[config.mk]
export PLATFORM = sky130hd
export DESIGN_NAME = channel_in_group_acc
export DESIGN_NICKNAME = d
export VERILOG_FILES = /design/src/rtl/channel_in_group_acc.sv
export SDC_FILE = /design/constraint.sdc
export NUM_CORES = 2
export LEC_CHECK = 0
export CAP_MARGIN = 10
export CORE_MARGIN = 10
export CORE_UTILIZATION = 40
export CTS_CLUSTER_SIZE = 10
export DETAILED_ROUTE_END_ITERATION = 7
export GPL_TIMING_DRIVEN = 0
export PLACE_DENSITY = 0.68
export SLEW_MARGIN = 25
export SYNTH_ARGS = -nofsm -noshare
export SYNTH_HDL_FRONTEND = slang
export SYNTH_SLANG_ARGS = --single-unit
export TNS_END_PERCENT = 10
[constraint.sdc]
create_clock -name clk -period 19.6 [get_ports clk]
set_input_delay 1.96 -clock clk [delete_from_list [all_inputs] [get_ports clk]]
set_output_delay 1.96 -clock clk [all_outputs]
set_load 0.05 [all_outputs]
[src/rtl/channel_in_group_acc.sv]
// Accumulates adder-tree partial sums over several channel groups per pixel,
// realigning the input valid with the tree's fixed latency.
module channel_in_group_acc #(
    parameter int PICTURE_NUM  = 8,
    parameter int SUM_WIDTH    = 32,
    parameter int TREE_LATENCY = 5
) (
    input  logic                             clk,
    input  logic                             rst,
    input  logic                             start,
    input  logic [7:0]                       group_num,
    input  logic [15:0]                      pixel_num,
    input  logic                             valid_in,
    input  logic [PICTURE_NUM*SUM_WIDTH-1:0] sum_in,
    output logic [PICTURE_NUM*SUM_WIDTH-1:0] data_out,
    output logic                             valid_out,
    output logic                             busy,
    output logic                             done,
    output logic                             sat_flag
);

    localparam int W  = PICTURE_NUM * SUM_WIDTH;
    localparam int SW = SUM_WIDTH;
    localparam logic [SW-1:0] MAXV = {1'b0, {(SW-1){1'b1}}};
    localparam logic [SW-1:0] MINV = {1'b1, {(SW-1){1'b0}}};

    typedef enum logic [1:0] {
        S_IDLE,
        S_RUN,
        S_DONE
    } state_t;

    state_t                  r_state;
    state_t                  w_next;
    logic [TREE_LATENCY-1:0] r_vdly;
    logic [7:0]              r_gm1;
    logic [15:0]             r_pm1;
    logic [7:0]              r_grp_cnt;
    logic [15:0]             r_pix_cnt;
    logic [W-1:0]            r_acc;
    logic [W-1:0]            r_data_out;
    logic                    r_valid_out;
    logic                    r_sat;

    logic                    w_val;
    logic                    w_beat;
    logic                    w_first;
    logic                    w_last_grp;
    logic                    w_last_pix;
    logic                    w_emit;
    logic [W-1:0]            w_acc_nxt;
    logic [PICTURE_NUM-1:0]  w_clamp;

    assign w_val      = r_vdly[TREE_LATENCY-1];
    assign w_beat     = (r_state == S_RUN) && w_val && !start;
    assign w_first    = (r_grp_cnt == 8'd0);
    assign w_last_grp = (r_grp_cnt == r_gm1);
    assign w_last_pix = (r_pix_cnt == r_pm1);
    assign w_emit     = w_beat && w_last_grp;

    // One extra bit of headroom per lane exposes overflow for the clamp.
    for (genvar p = 0; p < PICTURE_NUM; p++) begin : g_lane
        logic [SW-1:0] w_a;
        logic [SW-1:0] w_b;
        logic [SW:0]   w_wide;
        logic          w_ovf;
        assign w_a    = r_acc[p*SW +: SW];
        assign w_b    = sum_in[p*SW +: SW];
        assign w_wide = {w_a[SW-1], w_a} + {w_b[SW-1], w_b};
        assign w_ovf  = w_wide[SW] ^ w_wide[SW-1];
        assign w_clamp[p] = !w_first && w_ovf;
        assign w_acc_nxt[p*SW +: SW] =
            w_first ? w_b :
            !w_ovf  ? w_wide[SW-1:0] :
            w_wide[SW] ? MINV : MAXV;
    end

    always_ff @(posedge clk or posedge rst) begin
        if (rst) begin
            r_state <= S_IDLE;
        end else begin
            r_state <= w_next;
        end
    end

    always_comb begin
        w_next = r_state;
        if (start) begin
            w_next = S_RUN;
        end else begin
            case (r_state)
                S_IDLE: w_next = S_IDLE;
                S_RUN: begin
                    if (w_emit && w_last_pix) begin
                        w_next = S_DONE;
                    end
                end
                S_DONE: w_next = S_IDLE;
                default: w_next = S_IDLE;
            endcase
        end
    end

    always_ff @(posedge clk or posedge rst) begin
        if (rst) begin
            r_vdly      <= '0;
            r_gm1       <= '0;
            r_pm1       <= '0;
            r_grp_cnt   <= '0;
            r_pix_cnt   <= '0;
            r_acc       <= '0;
            r_data_out  <= '0;
            r_valid_out <= 1'b0;
            r_sat       <= 1'b0;
        end else begin
            r_valid_out <= w_emit;
            if (start) begin
                r_vdly    <= '0;
                r_gm1     <= (group_num == 8'd0) ? 8'd0 : group_num - 8'd1;
                r_pm1     <= (pixel_num == 16'd0) ? 16'd0 : pixel_num - 16'd1;
                r_grp_cnt <= '0;
                r_pix_cnt <= '0;
                r_acc     <= '0;
                r_sat     <= 1'b0;
            end else begin
                r_vdly <= (r_vdly << 1) | TREE_LATENCY'(valid_in);
                if (w_beat) begin
                    r_acc <= w_acc_nxt;
                    r_sat <= r_sat | (|w_clamp);
                    if (w_last_grp) begin
                        r_grp_cnt  <= '0;
                        r_pix_cnt  <= w_last_pix ? 16'd0 : r_pix_cnt + 16'd1;
                        r_data_out <= w_acc_nxt;
                    end else begin
                        r_grp_cnt <= r_grp_cnt + 8'd1;
                    end
                end
            end
        end
    end

    assign data_out  = r_data_out;
    assign valid_out = r_valid_out;
    assign busy      = (r_state == S_RUN);
    assign done      = (r_state == S_DONE);
    assign sat_flag  = r_sat;

endmodule

==> results.json <==
{
  "status": "completed",
  "dp.final_hpwl_um": 146000,
  "drt_iter0_markers": 4133,
  "power_density_mw_per_mm2": 60.6,
  "dpl_cell_area_sq_mm": 0.0470,
  "drv_cap": 0,
  "hold_violations": 0,
  "grt.overflow.total": 0,
  "synthXorXnorAreaFrac_pct": 6.14,
  "stdcell_area_sq_mm": 0.0493,
  "muxShareOfSynthArea_pct": 0.344,
  "crit_path_end": "r_acc[149]$_DFFE_PP0P_",
  "synth_nets": 5329,
  "arrival_ns": 8.35,
  "dieArea_sq_mm": 0.112,
  "async_flop_share_pct": 100,
  "fin_skew_ns": 0.0387,
  "ys_types": 101,
  "critPathKind": "in2reg",
  "worstSetupStartpoint": "sum_in[129]",
  "start_util_pct": 40.3,
  "fillers": 9541,
  "clk_pin_slew_ns": 0.06,
  "core_region_area_sq_mm": 0.0984,
  "synth_top_cell_area_share_pct": 35.9,
  "multi_input_area_sq_mm": 0.0239,
  "detail-route-antenna-nets": 0,
  "synth-simple-area-share_pct": 18.2,
  "r2r-end": "r_acc[149]$_DFFE_PP0P_",
  "syn2layout_area_growth_pct": 24.3,
  "io_pins": 544,
  "p_leak_nw": 21.7,
  "cts_tree": "built",
  "grt_start_max_net_pins": 91,
  "die_y_um": 335,
  "num_vias": 41302,
  "clk_latency_ns": 0.66,
  "avgSynthCellArea_sq_um": 8.32,
  "regArea_sq_mm": 0.0142,
  "route.detailed.drc": 0,
  "crit_path_start_kind": "primary input",
  "cts-root-buf": "clkbuf_16",
  "cts_inserted_buffers": 73,
  "hold_class": "reg2reg",
  "nets": 5955,
  "io_buffers": 543,
  "yosysWarnings": 0,
  "slew_violations": 0,
  "synth-compound-area-share_pct": 26.5,
  "max_slew_margin_pct": 18.7,
  "yosysTopAreaCell": "dfrtp_1",
  "grt_pass1_wl_um": 274000,
  "ys_seq_area_share_pct": 35.9,
  "synth-main-ff-cell": "dfrtp_1",
  "setup_viol": 0,
  "cts_resized": 0,
  "antenna_found_initial": 50,
  "cp_max_fo": 10,
  "wl_um": 191000,
  "firstDrtPassIters": 6,
  "die_x_um": 335,
  "min_period_over_period_pct": 40.0,
  "clockBufferDepth": 3,
  "reg2reg_slack_ns": 13.21,
  "worst_r2r_path_depth": 19,
  "worst_pin_slew_ns": 1.22,
  "gp_congestion": 1.01,
  "synth_edf_count": 0,
  "first_global_vias": 40360,
  "numClockSinks": 569,
  "required_ns": 20.11,
  "grt_setup_unrepaired": "false",
  "min_period_ns": 7.84,
  "cts_setup_buffers": 0,
  "synth_cells": 4766,
  "vias_per_cell": 6.12,
  "whs_ns": 0.460,
  "synthAdderAreaFrac_pct": 9.09,
  "ys_seq_elements": 569,
  "drive_gt1_share_pct": 4.70,
  "yosys-top-cells-area": "dfrtp_1 (36%), ha_1 (8.5%), o21ai_0 (5.3%), nand2_1 (5.2%), a21oi_1 (4.8%)",
  "timing.rr.start": "r_acc[135]$_DFFE_PP0P_",
  "syn-cell-area_sq_mm": 0.0397,
  "wl_per_cell_um": 28.4,
  "ir_drop_uv": 61.4,
  "grtUsageTotal_pct": 32.8,
  "htreeDepth": 3,
  "rows": 115,
  "fmax_mhz": 128,
  "postCtsHoldBufs": 0,
  "cp-end-kind": "flip-flop",
  "synth_top_family_by_area": "compound AO/OA/AOI/OAI gates"
}
-- flip-flops by register name, indices dropped and copies added, names as in the netlist --
name,flops
data_out,256
valid_out,1
r_grp_cnt,8
r_acc,256
r_gm1,8
r_vdly,5
r_pm1,16
r_pix_cnt,16
sat_flag,1
r_state,2
-- layout make-up --
| cell class | instances | share of cell area, % |
|---|---|---|
| clock inverters | 9 | 0.231 |
| inverters | 97 | 0.754 |
| plain buffers | 292 | 2.47 |
| multi-input cells | 3808 | 48.5 |
| flip-flops and latches | 569 | 28.9 |
| diodes | 29 | 0.147 |
| repair buffers | 551 | 11.4 |
| well taps | 1287 | 3.27 |
| clock buffers | 103 | 4.30 |
-- worst min path at each step --
stage | cells past startpoint | end | slack, ns | start
finish | 1 | r_vdly[3]$_DFF_PP0_ | 0.46 | r_vdly[2]$_DFF_PP0_
global route | 2 | data_out[83]$_DFFE_PP0P_ | 0.49 | data_out[83]$_DFFE_PP0P_
CTS | 1 | r_vdly[3]$_DFF_PP0_ | 0.46 | r_vdly[2]$_DFF_PP0_
detailed placement | 1 | r_vdly[1]$_DFF_PP0_ | 0.45 | r_vdly[0]$_DFF_PP0_
global placement | 1 | r_vdly[2]$_DFF_PP0_ | 0.44 | r_vdly[1]$_DFF_PP0_
floorplan | 1 | r_vdly[1]$_DFF_PP0_ | 0.44 | r_vdly[0]$_DFF_PP0_
-- power breakdown --
group	switching [mW]	internal, mW
sequential	0.0101	1.19
combinational	0.299	0.169
clock	0.553	0.770
-- metal layers --
metal / part of all wire, % / track usage [%]
met1: 39 / 39.7
met2: 45 / 51.4
met3: 10 / 10.4
met4: 5.9 / 18.1
met5: 0.13 / 0
-- logic make-up after synthesis --
group | count (synthesis)
AO/OA/AOI/OAI | 1640
AND/OR/NAND/NOR | 1593
flip-flops | 569
buffers and inverters | 389
adder cells (fa/ha/maj) | 284
XOR/XNOR | 278
multiplexers | 13
-- critical path, stage by stage --
cell	delay (ns)
clkdlybuf4s50_1	0.49
ha_1	0.36
a211oi_1	0.23
nor2_1	0.13
o311ai_1	0.49
a311oi_1	0.20
o31ai_1	0.76
a21o_1	0.19
nand2_1	0.09
nor3_1	0.20
o21bai_1	0.12
a21o_1	0.23
xor2_1	0.15
ha_1	0.32
clkbuf_1	0.59
clkbuf_1	0.67
clkbuf_1	0.56
o211ai_1	0.29
o211ai_1	0.21
a21oi_1	0.09
-- cells in the final DEF (no fill, tap or decap), types with 45 or more instances in the layout --
master and n:
xor2_1 127, clkbuf_2 49, clkdlybuf4s50_1 543, clkbuf_16 74, a211oi_1 90, nor2b_1 48, dfrtp_1 569, a21oi_1 382
a21o_1 137, clkbuf_1 220, nand2_1 551, inv_1 93, nand3_1 66, o211ai_1 64, nand2b_1 45, xnor2_1 151
nor2_1 491, o21a_1 50, ha_1 271, a2111oi_0 65, o21ai_0 418, nor4_1 48, o22ai_1 75, nor3_1 145
-- synthesized netlist by cell type, types with 90 or more instances --
cell type	number
nor2_1	492
ha_1	271
a21o_1	137
inv_1	94
a211oi_1	90
xor2_1	127
a21oi_1	382
dfrtp_1	569
nor3_1	145
o21ai_0	418
clkbuf_1	255
nand2_1	551
xnor2_1	151
-- per-stage QoR --
stage / worst slack (ns) / util (%) / TNS, ns / std cells / power [mW]
2_1_floorplan: 1.72 / - / 0 / 4766 / 1.48
3_3_place_gp: -6.32 / 47.5 / -3529.44 / 6596 / 1.67
3_5_place_dp: 11.37 / 47.7 / 0 / 6603 / 1.68
4_1_cts: 12.05 / 50.0 / 0 / 6715 / 2.99
5_1_grt: 11.69 / 50.1 / 0 / 6730 / 3.08
6_report: 11.76 / 50.1 / 0 / 6745 / 2.99
(Power assumes the default switching activity.)
